[src/rtl/multicycle_controller_if.sv]
// Control bundle between the multicycle RV32I controller and its datapath.
// The controller is the master; the datapath is the slave.
interface multicycle_controller_if;
    logic [6:0] op_code;
    logic [2:0] funct3;
    logic [6:0] funct7;
    logic       Zero;
    logic       adr_src;
    logic       mem_write;
    logic       IR_write;
    logic       reg_write;
    logic       PC_write;
    logic [1:0] result_src;
    logic [1:0] alu_src_a;
    logic [1:0] alu_src_b;
    logic [1:0] imm_src;
    logic [2:0] alu_control;
    logic       illegal_instr;

    modport master (
        input  op_code, funct3, funct7, Zero,
        output adr_src, mem_write, IR_write, reg_write, PC_write,
        output result_src, alu_src_a, alu_src_b, imm_src,
        output alu_control, illegal_instr
    );

    modport slave (
        output op_code, funct3, funct7, Zero,
        input  adr_src, mem_write, IR_write, reg_write, PC_write,
        input  result_src, alu_src_a, alu_src_b, imm_src,
        input  alu_control, illegal_instr
    );
endinterface

[src/rtl/multicycle_controller.sv]
// Control FSM for the multicycle RV32I datapath: sequences fetch,
// decode, execute, memory and writeback, driving all datapath controls.
module multicycle_controller #(
    parameter logic [3:0] RESET_STATE = 4'd0
) (
    input logic                   clk,
    input logic                   reset,
    multicycle_controller_if.master bus
);
    typedef enum logic [3:0] {
        FETCH    = 4'd0,
        DECODE   = 4'd1,
        MEMADR   = 4'd2,
        MEMREAD  = 4'd3,
        MEMWB    = 4'd4,
        MEMWRITE = 4'd5,
        EXECUTER = 4'd6,
        EXECUTEI = 4'd7,
        ALUWB    = 4'd8,
        BRANCH   = 4'd9,
        JAL      = 4'd10
    } state_t;

    localparam logic [6:0] OP_LOAD  = 7'b0000011;
    localparam logic [6:0] OP_STORE = 7'b0100011;
    localparam logic [6:0] OP_R     = 7'b0110011;
    localparam logic [6:0] OP_I     = 7'b0010011;
    localparam logic [6:0] OP_B     = 7'b1100011;
    localparam logic [6:0] OP_JAL   = 7'b1101111;

    localparam logic [2:0] ALU_ADD = 3'b000;
    localparam logic [2:0] ALU_SUB = 3'b001;
    localparam logic [2:0] ALU_AND = 3'b010;
    localparam logic [2:0] ALU_OR  = 3'b011;
    localparam logic [2:0] ALU_XOR = 3'b100;
    localparam logic [2:0] ALU_SLT = 3'b101;
    localparam logic [2:0] ALU_SLL = 3'b110;
    localparam logic [2:0] ALU_SRL = 3'b111;

    state_t     state_q;
    state_t     state_d;
    state_t     dec_next;
    logic       dec_bad;
    logic [2:0] alu_fn;

    always_ff @(posedge clk) begin
        if (reset) state_q <= state_t'(RESET_STATE);
        else       state_q <= state_d;
    end

    // Decode target and legality check, evaluated while in DECODE
    always_comb begin
        dec_next = FETCH;
        dec_bad  = 1'b0;
        case (bus.op_code)
            OP_LOAD, OP_STORE: dec_next = MEMADR;
            OP_R: begin
                dec_next = EXECUTER;
                dec_bad  = (bus.funct3 == 3'b011)
                        || ((bus.funct7 != 7'b0000000) && (bus.funct7 != 7'b0100000))
                        || ((bus.funct3 == 3'b101) && bus.funct7[5]);
            end
            OP_I: begin
                dec_next = EXECUTEI;
                dec_bad  = (bus.funct3 == 3'b011)
                        || ((bus.funct3 == 3'b101) && bus.funct7[5]);
            end
            OP_B: begin
                dec_next = BRANCH;
                dec_bad  = (bus.funct3[2:1] != 2'b00);
            end
            OP_JAL:  dec_next = JAL;
            default: dec_bad  = 1'b1;
        endcase
    end

    always_comb begin
        alu_fn = ALU_ADD;
        case (bus.funct3)
            3'b000: alu_fn = ((state_q == EXECUTER) && bus.funct7[5]) ? ALU_SUB : ALU_ADD;
            3'b001: alu_fn = ALU_SLL;
            3'b010: alu_fn = ALU_SLT;
            3'b100: alu_fn = ALU_XOR;
            3'b101: alu_fn = ALU_SRL;
            3'b110: alu_fn = ALU_OR;
            3'b111: alu_fn = ALU_AND;
            default: alu_fn = ALU_ADD;
        endcase
    end

    always_comb begin
        state_d           = FETCH;
        bus.adr_src       = 1'b0;
        bus.mem_write     = 1'b0;
        bus.IR_write      = 1'b0;
        bus.reg_write     = 1'b0;
        bus.PC_write      = 1'b0;
        bus.result_src    = 2'b00;
        bus.alu_src_a     = 2'b00;
        bus.alu_src_b     = 2'b00;
        bus.imm_src       = 2'b00;
        bus.alu_control   = ALU_ADD;
        bus.illegal_instr = 1'b0;
        case (state_q)
            FETCH: begin
                bus.IR_write   = 1'b1;
                bus.PC_write   = 1'b1;
                bus.alu_src_b  = 2'b10;
                bus.result_src = 2'b10;
                state_d        = DECODE;
            end
            DECODE: begin
                bus.alu_src_a     = 2'b01;
                bus.alu_src_b     = 2'b01;
                bus.imm_src       = 2'b10;
                bus.illegal_instr = dec_bad;
                state_d           = dec_bad ? FETCH : dec_next;
            end
            MEMADR: begin
                bus.alu_src_a = 2'b10;
                bus.alu_src_b = 2'b01;
                bus.imm_src   = (bus.op_code == OP_STORE) ? 2'b01 : 2'b00;
                state_d       = (bus.op_code == OP_STORE) ? MEMWRITE : MEMREAD;
            end
            MEMREAD: begin
                bus.adr_src = 1'b1;
                state_d     = MEMWB;
            end
            MEMWB: begin
                bus.result_src = 2'b01;
                bus.reg_write  = 1'b1;
            end
            MEMWRITE: begin
                bus.adr_src   = 1'b1;
                bus.mem_write = 1'b1;
            end
            EXECUTER: begin
                bus.alu_src_a   = 2'b10;
                bus.alu_control = alu_fn;
                state_d         = ALUWB;
            end
            EXECUTEI: begin
                bus.alu_src_a   = 2'b10;
                bus.alu_src_b   = 2'b01;
                bus.alu_control = alu_fn;
                state_d         = ALUWB;
            end
            ALUWB: bus.reg_write = 1'b1;
            BRANCH: begin
                bus.alu_src_a   = 2'b10;
                bus.alu_control = ALU_SUB;
                bus.PC_write    = (bus.funct3 == 3'b000) ?  bus.Zero :
                                  (bus.funct3 == 3'b001) ? !bus.Zero : 1'b0;
            end
            JAL: begin
                bus.alu_src_a = 2'b01;
                bus.alu_src_b = 2'b10;
                bus.PC_write  = 1'b1;
                state_d       = ALUWB;
            end
            default: state_d = FETCH;
        endcase
        // Reset silences every control regardless of the current state
        if (reset) begin
            bus.adr_src       = 1'b0;
            bus.mem_write     = 1'b0;
            bus.IR_write      = 1'b0;
            bus.reg_write     = 1'b0;
            bus.PC_write      = 1'b0;
            bus.result_src    = 2'b00;
            bus.alu_src_a     = 2'b00;
            bus.alu_src_b     = 2'b00;
            bus.imm_src       = 2'b00;
            bus.alu_control   = ALU_ADD;
            bus.illegal_instr = 1'b0;
        end
    end
endmodule

[src/flat_wrapper.sv]
// flat-port wrapper written by rule: the top's interface ports become plain ports
module multicycle_controller_flat 
#(
    parameter logic [3:0] RESET_STATE = 4'd0
)
  (clk, reset, bus_op_code, bus_funct3, bus_funct7, bus_Zero, bus_adr_src, bus_mem_write, bus_IR_write, bus_reg_write, bus_PC_write, bus_result_src, bus_alu_src_a, bus_alu_src_b, bus_imm_src, bus_alu_control, bus_illegal_instr);
  multicycle_controller_if bus_i ();
  input logic clk;
  input logic reset;
  input wire logic [$bits(bus_i.op_code)-1:0] bus_op_code;
  input wire logic [$bits(bus_i.funct3)-1:0] bus_funct3;
  input wire logic [$bits(bus_i.funct7)-1:0] bus_funct7;
  input wire logic [$bits(bus_i.Zero)-1:0] bus_Zero;
  output wire logic [$bits(bus_i.adr_src)-1:0] bus_adr_src;
  output wire logic [$bits(bus_i.mem_write)-1:0] bus_mem_write;
  output wire logic [$bits(bus_i.IR_write)-1:0] bus_IR_write;
  output wire logic [$bits(bus_i.reg_write)-1:0] bus_reg_write;
  output wire logic [$bits(bus_i.PC_write)-1:0] bus_PC_write;
  output wire logic [$bits(bus_i.result_src)-1:0] bus_result_src;
  output wire logic [$bits(bus_i.alu_src_a)-1:0] bus_alu_src_a;
  output wire logic [$bits(bus_i.alu_src_b)-1:0] bus_alu_src_b;
  output wire logic [$bits(bus_i.imm_src)-1:0] bus_imm_src;
  output wire logic [$bits(bus_i.alu_control)-1:0] bus_alu_control;
  output wire logic [$bits(bus_i.illegal_instr)-1:0] bus_illegal_instr;
  assign bus_i.op_code = bus_op_code;
  assign bus_i.funct3 = bus_funct3;
  assign bus_i.funct7 = bus_funct7;
  assign bus_i.Zero = bus_Zero;
  assign bus_adr_src = bus_i.adr_src;
  assign bus_mem_write = bus_i.mem_write;
  assign bus_IR_write = bus_i.IR_write;
  assign bus_reg_write = bus_i.reg_write;
  assign bus_PC_write = bus_i.PC_write;
  assign bus_result_src = bus_i.result_src;
  assign bus_alu_src_a = bus_i.alu_src_a;
  assign bus_alu_src_b = bus_i.alu_src_b;
  assign bus_imm_src = bus_i.imm_src;
  assign bus_alu_control = bus_i.alu_control;
  assign bus_illegal_instr = bus_i.illegal_instr;
  multicycle_controller #(.RESET_STATE(RESET_STATE)) u_core (.clk(clk), .reset(reset), .bus(bus_i));
endmodule
[config.mk]
export PLATFORM = sky130hd
export DESIGN_NAME = multicycle_controller_flat
export DESIGN_NICKNAME = d
export VERILOG_FILES = /design/src/rtl/multicycle_controller_if.sv /design/src/rtl/multicycle_controller.sv /design/src/flat_wrapper.sv
export SDC_FILE = /design/constraint.sdc
export NUM_CORES = 1
export LEC_CHECK = 0
export ABC_CLOCK_PERIOD_IN_PS = 2300
export CORE_MARGIN = 2
export CORE_UTILIZATION = 35
export DETAILED_ROUTE_END_ITERATION = 12
export PLACE_DENSITY = 0.76
export SLEW_MARGIN = 20
export SYNTH_ARGS = -nofsm -noshare
export SYNTH_HDL_FRONTEND = slang
export SYNTH_SLANG_ARGS = --single-unit
[constraint.sdc]
create_clock -name clk -period 2.3 [get_ports clk]
set_clock_uncertainty 0.2 [all_clocks]
set_input_delay 0.69 -clock clk [delete_from_list [all_inputs] [get_ports clk]]
set_output_delay 0.69 -clock clk [all_outputs]
set_load 0.005 [all_outputs]
==> out/qor.yml <==
status: "finished, violations left"
violations: "negative setup slack"
top_register: "u_core.state_q"
drv_cap: 0
timing.hold.ws_ns: 0.3788
yosysTopAreaCellShare_pct: 11.83
core.rowCount: 16
rsz0062_at_grt: "true"
initial_core_util_pct: 36.33
cts_sinks: 4
p_leak_nw: 0.7712
required_ns: 1.41
grt.total_usage_pct: 29.42
yosys_register_bits: 4
syn_inst: 105
period_share_pct: 114.9
grt_pass1_wl_microns: 5375
dieArea_sq_um: 2368
dp_slack_ns: -1.060
vias_per_cell: 5.479
start_kind: "input port"
layout_commonest_cell: "buf_4"
post-route-min-period_ns: 2.642
power_w: 0.0003725
worst_pin_slew_ns: 0.4586
syn_to_final_growth_pct: 135.1
holdCritPathClass: "flip-flop to flip-flop"
clkLatencyLatePin_ns: 0.25
ys.flop_type: "dfxtp_1"
via_count: 1189
worst-setup-path-type: "input port to output pin"
portBuffers: 36
fmax_ghz: 0.3785
synth_top_area_cell: "nor2_1"
slew_violations: 0
cts_root_buf: "clkbuf_4"
multi_input_area_sq_um: 747.0
diodes: 0
cts_htree_levels: 1
hpwl_microns: 1892
drt_iter0_markers: 33
slew-limit-headroom_pct: 69.36
regArea_sq_um: 90.09
grt-ovfl-total: 0
setup_violations: 10
core-area_sq_um: 1922
grt_start_max_net_pins: 11
nFillCells: 112
gp_congestion: 0.7778
dr.pass1.iters: 5
async_flop_share_pct: 0
drive_above_1_share_pct: 66.84
grt_pass1_vias: 1187
ys_warn_count: 0
fp.dieH_microns: 48.66
clock_path_buffers: 2
fin_nets: 212
synth_edf_count: 0
drc: 0
power.density_nw_per_um2: 226.9
dpl.cell_count: 200
die_w_microns: 48.66
utilization_pct: 85.42
synth_nets: 125
syn_area_sq_um: 698.2
ys_types: 41
final_cell_mix: "buf_4 (41), buf_6 (21), buf_2 (17)"
cts_tree: "done"
cp.arrival_ns: 1.75
synth.yosys.seq_area_share_pct: 11.47
ios: 37
synth.area.top_cells: "nor2_1 (12%), dfxtp_1 (11%), a21oi_1 (6.5%)"
critPathCaptureType: "output pin"
final_cells: 217
finalWirelength_microns: 3454
avgSynthCellArea_sq_um: 6.649
hold_viol: 0
antenna_found_initial: 0
layout_setup_ws_ns: -0.3421
cts_made_buffers: 3
ir_worst_vdd_mv: 0.1803
route.detailed.wl_per_inst_microns: 15.92
clk_pin_slew_ns: 0.04
largest_reg_flops: 4
reg_top3: "u_core.state_q x4"
ant_nets: 0
crit_fanout: 2
path summary, 6_finish.rpt:
path / from / end / slack [ns] / cells past startpoint
setup / recovery: bus_funct7[3] / bus_illegal_instr / -0.34 / 7
hold / removal: u_core.state_q[3]$_SDFF_PP0_ / u_core.state_q[0]$_SDFF_PP0_ / 0.38 / 2
setup reg to reg: u_core.state_q[1]$_SDFF_PP0_ / u_core.state_q[3]$_SDFF_PP0_ / 0.61 / 6
hold reg to reg: u_core.state_q[3]$_SDFF_PP0_ / u_core.state_q[0]$_SDFF_PP0_ / 0.38 / 2
worst max-delay path, cell delays in order:
cell and delay [ns]:
buf_6 0.09, nor4_4 0.31, nand2_4 0.09, a21boi_4 0.18
nor2_2 0.05, o31a_1 0.22, buf_2 0.12
metal layers:
layer / vias to the layer above / GRT usage (%) / wire length (microns) / share of wire, %
met5: - / 0 / 0 / 0
met4: 0 / 19.05 / 153 / 4.4
met3: 15 / 6.481 / 157 / 4.5
met2: 52 / 51.83 / 1842 / 53
met1: 579 / 31.37 / 1301 / 38
li1: 543 / - / - / -
cells in the mapped netlist (3+ instances only):
cell	n
nand2_1	6
nor4_2	3
a21oi_1	9
nand2b_1	6
nor2_1	22
nor2b_1	3
nor3_1	9
buf_2	3
dfxtp_1	4
where the power goes:
group          switching [W]  internal, W
Combinational      0.0000857     0.000114
Clock              0.0000419    0.0000593
Sequential        0.00000257    0.0000693
Total               0.000130     0.000242
logic make-up (layout without fill, tap and decap cells):
family | Yosys count | after routing | synth area share (%)
multiplexers | 1 | 1 | 1.434
AO/OA/AOI/OAI | 22 | 22 | 20.79
buffers and inverters | 10 | 95 | 9.498
AND/OR/NAND/NOR | 65 | 65 | 53.05
XOR/XNOR | 3 | 3 | 3.764
flip-flops | 4 | 4 | 11.47
timing repair:
item / 4_1_cts / 5_1_grt
pin swaps: 27 / 23
setup endpoints to repair: 17 / 15
gates resized for setup: 170 / 30
buffers inserted: 11 / 4
hold buffers: 0 / 0
stage by stage:
stage	instance area, sq um	setup TNS, ns
4_1_cts	1551	-1.212
3_3_place_gp	1339	-12.78
2_1_floorplan	703.2	-0.1952
5_1_grt	1642	-1.336
6_report	1642	-1.031
3_5_place_dp	1339	-13.34
final cells by class:
type                       count  share of cell area, %
multi-input combinational     91                  45.50
timing repair buffer          90                  45.12
sequential                     4                  5.488
tap                           27                  2.058
clock buffer                   3                  1.372
inverter                       2                 0.4573
Power figures use the tool's default switching activity.
